--- src/rtl/sub_pipe8.sv ---
// ---------------------------------------------------------------------------
// sub_pipe8 : two-stage valid/ready subtractor, diff = a - b - bin.
// Optional SUB_PIPE_SAT_EN clamps underflow to zero.  Rev 1.0
// ---------------------------------------------------------------------------
`default_nettype none

module sub_pipe8 #(
  parameter int WIDTH = 8
) (
  input  logic             clk,
  input  logic             rst_n,
  input  logic             in_valid,
  output logic             in_ready,
  input  logic [WIDTH-1:0] a,
  input  logic [WIDTH-1:0] b,
  input  logic             bin,
  output logic             out_valid,
  input  logic             out_ready,
  output logic [WIDTH-1:0] diff,
  output logic             bout,
  output logic             ovf,
  output logic             sat
);

  localparam int c_HW = WIDTH / 2;

  logic            r_s1_valid;
  logic [c_HW-1:0] r_s1_lo;
  logic            r_s1_lb;
  logic [c_HW-1:0] r_s1_a_hi;
  logic [c_HW-1:0] r_s1_b_hi;

  logic             r_s2_valid;
  logic [WIDTH-1:0] r_diff;
  logic             r_bout;
  logic             r_ovf;
  logic             r_sat;

  logic             w_s2_load;
  logic             w_accept;
  logic [c_HW:0]    w_lo_full;
  logic [c_HW:0]    w_hi_full;
  logic [WIDTH-1:0] w_diff;
  logic             w_ovf;
  logic             w_sat;

  assign w_s2_load = r_s1_valid && (!r_s2_valid || out_ready);
  assign in_ready  = !r_s1_valid || w_s2_load;
  assign w_accept  = in_valid && in_ready;

  // The extra MSB of each half-width difference is that half's borrow.
  assign w_lo_full = {1'b0, a[c_HW-1:0]} - {1'b0, b[c_HW-1:0]} - {{c_HW{1'b0}}, bin};
  assign w_hi_full = {1'b0, r_s1_a_hi} - {1'b0, r_s1_b_hi} - {{c_HW{1'b0}}, r_s1_lb};

  always_comb begin
    w_ovf = (r_s1_a_hi[c_HW-1] != r_s1_b_hi[c_HW-1]) &&
            (w_hi_full[c_HW-1] != r_s1_a_hi[c_HW-1]);
`ifdef SUB_PIPE_SAT_EN
    w_diff = w_hi_full[c_HW] ? '0 : {w_hi_full[c_HW-1:0], r_s1_lo};
    w_sat  = w_hi_full[c_HW];
`else
    w_diff = {w_hi_full[c_HW-1:0], r_s1_lo};
    w_sat  = 1'b0;
`endif
  end

  always_ff @(posedge clk or negedge rst_n) begin
    if (!rst_n) begin
      r_s1_valid <= 1'b0;
      r_s1_lo    <= '0;
      r_s1_lb    <= 1'b0;
      r_s1_a_hi  <= '0;
      r_s1_b_hi  <= '0;
    end else if (w_accept) begin
      r_s1_valid <= 1'b1;
      r_s1_lo    <= w_lo_full[c_HW-1:0];
      r_s1_lb    <= w_lo_full[c_HW];
      r_s1_a_hi  <= a[WIDTH-1:c_HW];
      r_s1_b_hi  <= b[WIDTH-1:c_HW];
    end else if (w_s2_load) begin
      r_s1_valid <= 1'b0;
    end
  end

  always_ff @(posedge clk or negedge rst_n) begin
    if (!rst_n) begin
      r_s2_valid <= 1'b0;
      r_diff     <= '0;
      r_bout     <= 1'b0;
      r_ovf      <= 1'b0;
      r_sat      <= 1'b0;
    end else if (w_s2_load) begin
      r_s2_valid <= 1'b1;
      r_diff     <= w_diff;
      r_bout     <= w_hi_full[c_HW];
      r_ovf      <= w_ovf;
      r_sat      <= w_sat;
    end else if (out_ready) begin
      r_s2_valid <= 1'b0;
    end
  end

  assign out_valid = r_s2_valid;
  assign diff      = r_diff;
  assign bout      = r_bout;
  assign ovf       = r_ovf;
  assign sat       = r_sat;

endmodule

`default_nettype wire

--- config.mk ---
export PLATFORM = sky130hd
export DESIGN_NAME = sub_pipe8
export DESIGN_NICKNAME = d
export VERILOG_FILES = /design/src/rtl/sub_pipe8.sv
export SDC_FILE = /design/constraint.sdc
export NUM_CORES = 1
export LEC_CHECK = 0
export BUFFER_PORTS_ARGS = -buffer_cell sky130_fd_sc_hd__buf_2
export CORE_MARGIN = 2
export CORE_UTILIZATION = 54
export CTS_CLUSTER_DIAMETER = 80
export DETAILED_ROUTE_END_ITERATION = 8
export GPL_ROUTABILITY_DRIVEN = 0
export PLACE_DENSITY = 0.81
export SLEW_MARGIN = 20
export SYNTH_ARGS = -nofsm -noshare
export SYNTH_HDL_FRONTEND = slang
export SYNTH_SLANG_ARGS = --single-unit
--- constraint.sdc ---
create_clock -name clk -period 3.9 [get_ports clk]
set_input_delay 0.975 -clock clk [delete_from_list [all_inputs] [get_ports clk]]
set_output_delay 0.975 -clock clk [all_outputs]
set_load 0.1 [all_outputs]
* Yosys cells after proc, flatten, opt, wreduce, memory -nomap -nowiden
Index checks and enable logic that the tools add are counted.
** Operators by class
- Add/subtract/negate cells :: 4
- Muxes and demuxes :: 4
- Reduce and logical (&&, ||, !) cells :: 9
- Equality and inequality tests :: 2
** Operators by type and width (count)
- $sub 4x4->5 :: 2
- $sub 5x1->5 :: 2
- $mux 1 :: 4
- $reduce_bool 2->1 :: 2
- $logic_and 1x1->1 :: 3
- $logic_not 1->1 :: 2
- $logic_or 1x1->1 :: 2
- $ne 1x1->1 :: 2
** Word-level totals
- Logic and storage cells :: 28
- Flip-flop bits (word level) :: 25
- Bits of input ports :: 21

* Depth between registers and ports, before layout
- Depth after elaboration :: 6
- Depth in mapped cells :: 8
- Depth with buffers taken out :: 8

* Worst setup path after synthesis
Ideal clock, no wire load.
- Path type :: input -> register
- From :: input port b[0]
- To :: register r_s1_lb
- Data required time :: 3774 ps
- Library setup time :: 126 ps
- Arrival time :: 2359 ps
- Slack :: 1415 ps
- Path buffers :: 0
- Cell stages on the path :: 7
- Cell sequence :: inv_1 -> fa_1 -> fa_1 -> nand2b_1 -> a21oi_1 -> xnor2_1 -> o21ai_0
** On the way
- Word-level cells in the longest chain between the ends :: 2
** RTL lines
- start, declared :: line 15 : input logic [WIDTH-1:0] b,
- $sub 4x4->5 :: line 52 : assign w_lo_full = {1'b0, a[c_HW-1:0]} - {1'b0, b[c_HW-1:0]} - {{c_HW{1'b0}}, bin};
- $sub 5x1->5 :: line 52
- end signal, assigned :: line 77 : r_s1_lb <= w_lo_full[c_HW];
- end, declared :: line 29 : logic r_s1_lb;
No other way between the ends.
A chain may end at the register's enable or synchronous reset.

* Worst setup path after layout
- From :: input port out_ready
- To :: output port in_ready
** On the way
- Word-level cells in the longest chain between the ends :: 3
** RTL lines
- start, declared :: line 18 : input logic out_ready,
- $logic_or 1x1->1 :: line 47 : assign w_s2_load = r_s1_valid && (!r_s2_valid || out_ready);
- $logic_and 1x1->1 :: line 47
- $logic_or 1x1->1 :: line 48 : assign in_ready = !r_s1_valid || w_s2_load;
- end, declared :: line 13 : output logic in_ready,
No other way between the ends.

==> impl_metrics.prom <==
# TYPE chip_impl_metric gauge
chip_impl_info{name="status",value="finished, final reports clean"} 1
chip_impl_metric{name="grt_usage",unit="%"} 18.6
chip_impl_metric{name="post-route-min-period",unit="ns"} 2.62
chip_impl_metric{name="setup-violations-final",unit=""} 0
chip_impl_info{name="setup_repair_after_global_routing_missed_its_margin",value="false"} 1
chip_impl_metric{name="preCtsSetupSlack",unit="ns"} 1.23
chip_impl_metric{name="synth.distinct_cells",unit=""} 22
chip_impl_metric{name="final.fill_count",unit=""} 195
chip_impl_metric{name="worst_skew_pair.late_latency",unit="ns"} 0.32
chip_impl_metric{name="layout.nets",unit=""} 188
chip_impl_metric{name="antenna_violations_before_repair",unit=""} 0
chip_impl_metric{name="clock.fmax",unit="MHz"} 381
chip_impl_info{name="synth_largest_area_cell",value="sky130_fd_sc_hd__dfrtp_1"} 1
chip_impl_metric{name="overflow",unit=""} 0
chip_impl_info{name="critical-path-top-delay-family",value="buffers and inverters"} 1
chip_impl_info{name="tritoncts",value="done"} 1
chip_impl_metric{name="antenna-diode-count",unit=""} 0
chip_impl_metric{name="synth.net_count",unit=""} 154
chip_impl_info{name="post-synth-top-count-cell",value="sky130_fd_sc_hd__dfrtp_1"} 1
chip_impl_metric{name="yosysTopAreaCellShare",unit="%"} 45.0
chip_impl_metric{name="number_of_nets_with_antenna_violations_after_detailed_routing",unit=""} 0
chip_impl_metric{name="synth-edff-count",unit=""} 0
chip_impl_metric{name="drt_drc_violations_left",unit=""} 0
chip_impl_info{name="synth_commonest_cells",value="sky130_fd_sc_hd__dfrtp_1 (25), sky130_fd_sc_hd__inv_1 (16), sky130_fd_sc_hd__ha_1 (12), sky130_fd_sc_hd__mux2_2 (12), sky130_fd_sc_hd__o21ai_0 (10)"} 1
chip_impl_metric{name="fp.dieArea",unit="sq um"} 3000
chip_impl_metric{name="fin_tns_setup",unit="ns"} 0
chip_impl_metric{name="postLayoutCellArea",unit="sq um"} 1590
chip_impl_metric{name="io_buffer_count",unit=""} 32
chip_impl_info{name="cpMostUsedCell",value="sky130_fd_sc_hd__buf_2"} 1
chip_impl_metric{name="cp_num_buf_inv",unit=""} 2
chip_impl_metric{name="chipWidth",unit="microns"} 54.8
chip_impl_info{name="worst_setup_path_start_kind",value="primary input"} 1
chip_impl_metric{name="p_switching",unit="W"} 0.000598
chip_impl_info{name="synth_flop_cell",value="sky130_fd_sc_hd__dfrtp_1"} 1
chip_impl_metric{name="grt_pass1_vias",unit=""} 908
chip_impl_metric{name="core_area",unit="sq um"} 2450
chip_impl_metric{name="worst_slew_pin_slew",unit="ns"} 0.545
chip_impl_metric{name="synthArstFlopShare",unit="%"} 100
chip_impl_metric{name="htree_levels",unit=""} 1
chip_impl_metric{name="cap_viol_max_count",unit=""} 0
chip_impl_metric{name="grt_start_max_net_pins",unit=""} 26
chip_impl_metric{name="critical_path_required",unit="ns"} 2.92
chip_impl_info{name="crit_slowest_cell",value="sky130_fd_sc_hd__buf_2"} 1
chip_impl_metric{name="syn_inst",unit=""} 117
chip_impl_metric{name="cellLeakagePower",unit="nW"} 0.810
chip_impl_metric{name="seq_area_frac_synth",unit="%"} 45.0
chip_impl_metric{name="clock-skew-final",unit="ns"} 0.00841
chip_impl_metric{name="cts.hold.buffers_added",unit=""} 0
chip_impl_metric{name="via_total_after_detailed_routing",unit=""} 903
chip_impl_metric{name="layout.area.seq",unit="sq um"} 626
chip_impl_metric{name="ioPinCount",unit=""} 34
chip_impl_metric{name="power.share.switching",unit="%"} 53.1
chip_impl_metric{name="initial_core_util",unit="%"} 56.7
chip_impl_metric{name="dp.final_hpwl",unit="microns"} 1910
chip_impl_metric{name="cts.repair_timing.setup_buffer_count",unit=""} 0
chip_impl_metric{name="placed_cell_area",unit="sq um"} 1560
chip_impl_info{name="cp_cell_sequence",value="buf_2 > nand3b_4 > buf_2"} 1
chip_impl_metric{name="internal_power",unit="W"} 0.000529
chip_impl_metric{name="power.density",unit="nW/um^2"} 711
chip_impl_metric{name="final_critical_path_setup_slack",unit="ns"} 1.28
chip_impl_metric{name="clock_path_buffers",unit=""} 2
chip_impl_metric{name="clock_power_share",unit="%"} 9.9
chip_impl_metric{name="clock-sinks",unit=""} 25
chip_impl_metric{name="synth-seq-cells",unit=""} 25
chip_impl_metric{name="power.share.combinational",unit="%"} 57.4
chip_impl_metric{name="yosys_warnings",unit=""} 0
chip_impl_metric{name="synth.avg_cell_area",unit="sq um"} 11.9
chip_impl_metric{name="power_frac_seq",unit="%"} 32.7
chip_impl_metric{name="post_cts.resized_instances",unit=""} 0
chip_impl_info{name="post_synth_main_area_contributors",value="sky130_fd_sc_hd__dfrtp_1 (45%), sky130_fd_sc_hd__ha_1 (11%), sky130_fd_sc_hd__mux2_2 (9.7%)"} 1
chip_impl_info{name="critical_path_sink_type",value="output port"} 1
chip_impl_metric{name="drt_iter0_markers",unit=""} 7
chip_impl_metric{name="cp_max_fo",unit=""} 3
chip_impl_metric{name="timing.critical_path.slowest_cell_delay",unit="ns"} 0.43
chip_impl_info{name="hold_class",value="reg -> reg"} 1
chip_impl_metric{name="avgViaCountPerCell",unit=""} 5.02
chip_impl_metric{name="vdd_ir_drop_max",unit="V"} 0.000567
chip_impl_metric{name="period_share",unit="%"} 67.2
chip_impl_metric{name="drt_pre_antenna_iters",unit=""} 3
chip_impl_info{name="cts_root_buf",value="sky130_fd_sc_hd__clkbuf_4"} 1
chip_impl_metric{name="slew_headroom",unit="%"} 63.7
chip_impl_metric{name="critical_path_arrival",unit="ns"} 1.65
chip_impl_metric{name="finalHoldViolCount",unit=""} 0
chip_impl_info{name="worst-setup-path-type",value="in -> out"} 1
chip_impl_metric{name="grt_pass1_wl",unit="microns"} 3850
chip_impl_metric{name="syn_area",unit="sq um"} 1390
chip_impl_metric{name="synthToLayoutAreaGrowth",unit="%"} 13.9
chip_impl_metric{name="drive_above_1_share",unit="%"} 35.3
chip_impl_metric{name="clkSlewWorstSetupHoldPaths",unit="ns"} 0.13
chip_impl_metric{name="drt-wirelength-per-cell",unit="microns"} 12.8
chip_impl_metric{name="cts_made_buffers",unit=""} 3
chip_impl_metric{name="slew_violations",unit=""} 0
chip_impl_metric{name="die_height",unit="microns"} 54.8
chip_impl_metric{name="finalWirelength",unit="microns"} 2310
chip_impl_metric{name="multi_input_logic_area",unit="sq um"} 676
chip_impl_metric{name="placement_rows",unit=""} 18
[final cells by class]
cell class,instances,share of cell area (%)
clock buffer,4,1.66
sequential,25,39.5
inverter,16,3.79
multi-input combinational,73,42.6
timing repair buffer,32,10.1
tap,30,2.37
[per-layer routing]
layer / global-route usage, % / share of wire [%]
met3: 3.28 / 4.4
met2: 32.9 / 54
met1: 21.1 / 39
met5: 0 / 0
met4: 10.0 / 3.0
[sequential cells by signal, summed over array words and instances (netlist names)]
name        count
r_s1_b_hi       4
out_valid       1
r_s1_lo         4
ovf             1
r_s1_lb         1
r_s1_valid      1
diff            8
bout            1
r_s1_a_hi       4
[worst register-to-register path, stage by stage, from the launching register on]
cell and delay (ns):
sky130_fd_sc_hd__dfrtp_1 0.36, sky130_fd_sc_hd__inv_1 0.06, sky130_fd_sc_hd__fa_1 0.49, sky130_fd_sc_hd__fa_1 0.45, sky130_fd_sc_hd__nand2b_1 0.17, sky130_fd_sc_hd__a21oi_1 0.17, sky130_fd_sc_hd__xnor2_1 0.13, sky130_fd_sc_hd__o21ai_0 0.08
[cells by family after synthesis]
logic type / share of synthesized area, %
xor gates and xnor gates: 6.30
adders and majority gates: 16.5
other: 0.270
and+or+nand+nor: 8.72
DFF: 45.0
AOI/OAI and AO/OA: 4.86
muxes: 11.9
buffers and inverters: 6.47
[worst paths after layout]
check	from	end	slack, ns	depth (start not counted)
setup / recovery	out_ready	in_ready	1.28	3
hold / removal	diff[7]	diff[7]	0.49	2
setup reg to reg	r_s1_lb	bout	1.87	7
hold reg to reg	diff[7]	diff[7]	0.49	2
max in group asynchronous	rst_n	out_valid	2.91	1
min in group asynchronous	rst_n	diff[7]	0.62	1
[power groups by stage]
stage / Combinational [W] / Clock, W / Sequential [W]
after CTS: 0.000652 / 0.000116 / 0.000371
after detailed placement: 0.000652 / 0 / 0.000377
final: 0.000646 / 0.000112 / 0.000369
after global placement: 0.000632 / 0 / 0.000371
after global routing: 0.000693 / 0.000127 / 0.000380
after floorplan: 0.000203 / 0 / 0.000713
[per-stage QoR]
step	util (%)	cells	hold WS, ns	total power (W)
3_3_place_gp	63.5	176	0.457	0.00100
5_1_grt	64.6	180	0.520	0.00120
4_1_cts	64.6	180	0.494	0.00114
6_report	64.6	180	0.489	0.00113
3_5_place_dp	63.5	176	0.465	0.00103
2_1_floorplan	-	117	0.445	0.000915
[placed cells by master (no fill, tap or decap), types with 2 or more instances in the layout]
cell / n
sky130_fd_sc_hd__buf_2: 32
sky130_fd_sc_hd__dfrtp_1: 25
sky130_fd_sc_hd__inv_1: 16
sky130_fd_sc_hd__mux2_2: 12
sky130_fd_sc_hd__ha_1: 12
sky130_fd_sc_hd__o21ai_0: 10
sky130_fd_sc_hd__xnor2_1: 9
sky130_fd_sc_hd__nand2_1: 9
sky130_fd_sc_hd__fa_1: 4
sky130_fd_sc_hd__nand2b_1: 3
sky130_fd_sc_hd__clkbuf_4: 3
sky130_fd_sc_hd__mux2_4: 2
sky130_fd_sc_hd__nand3b_1: 2
sky130_fd_sc_hd__a21oi_1: 2
No activity file was read; power rests on OpenSTA's default activity.
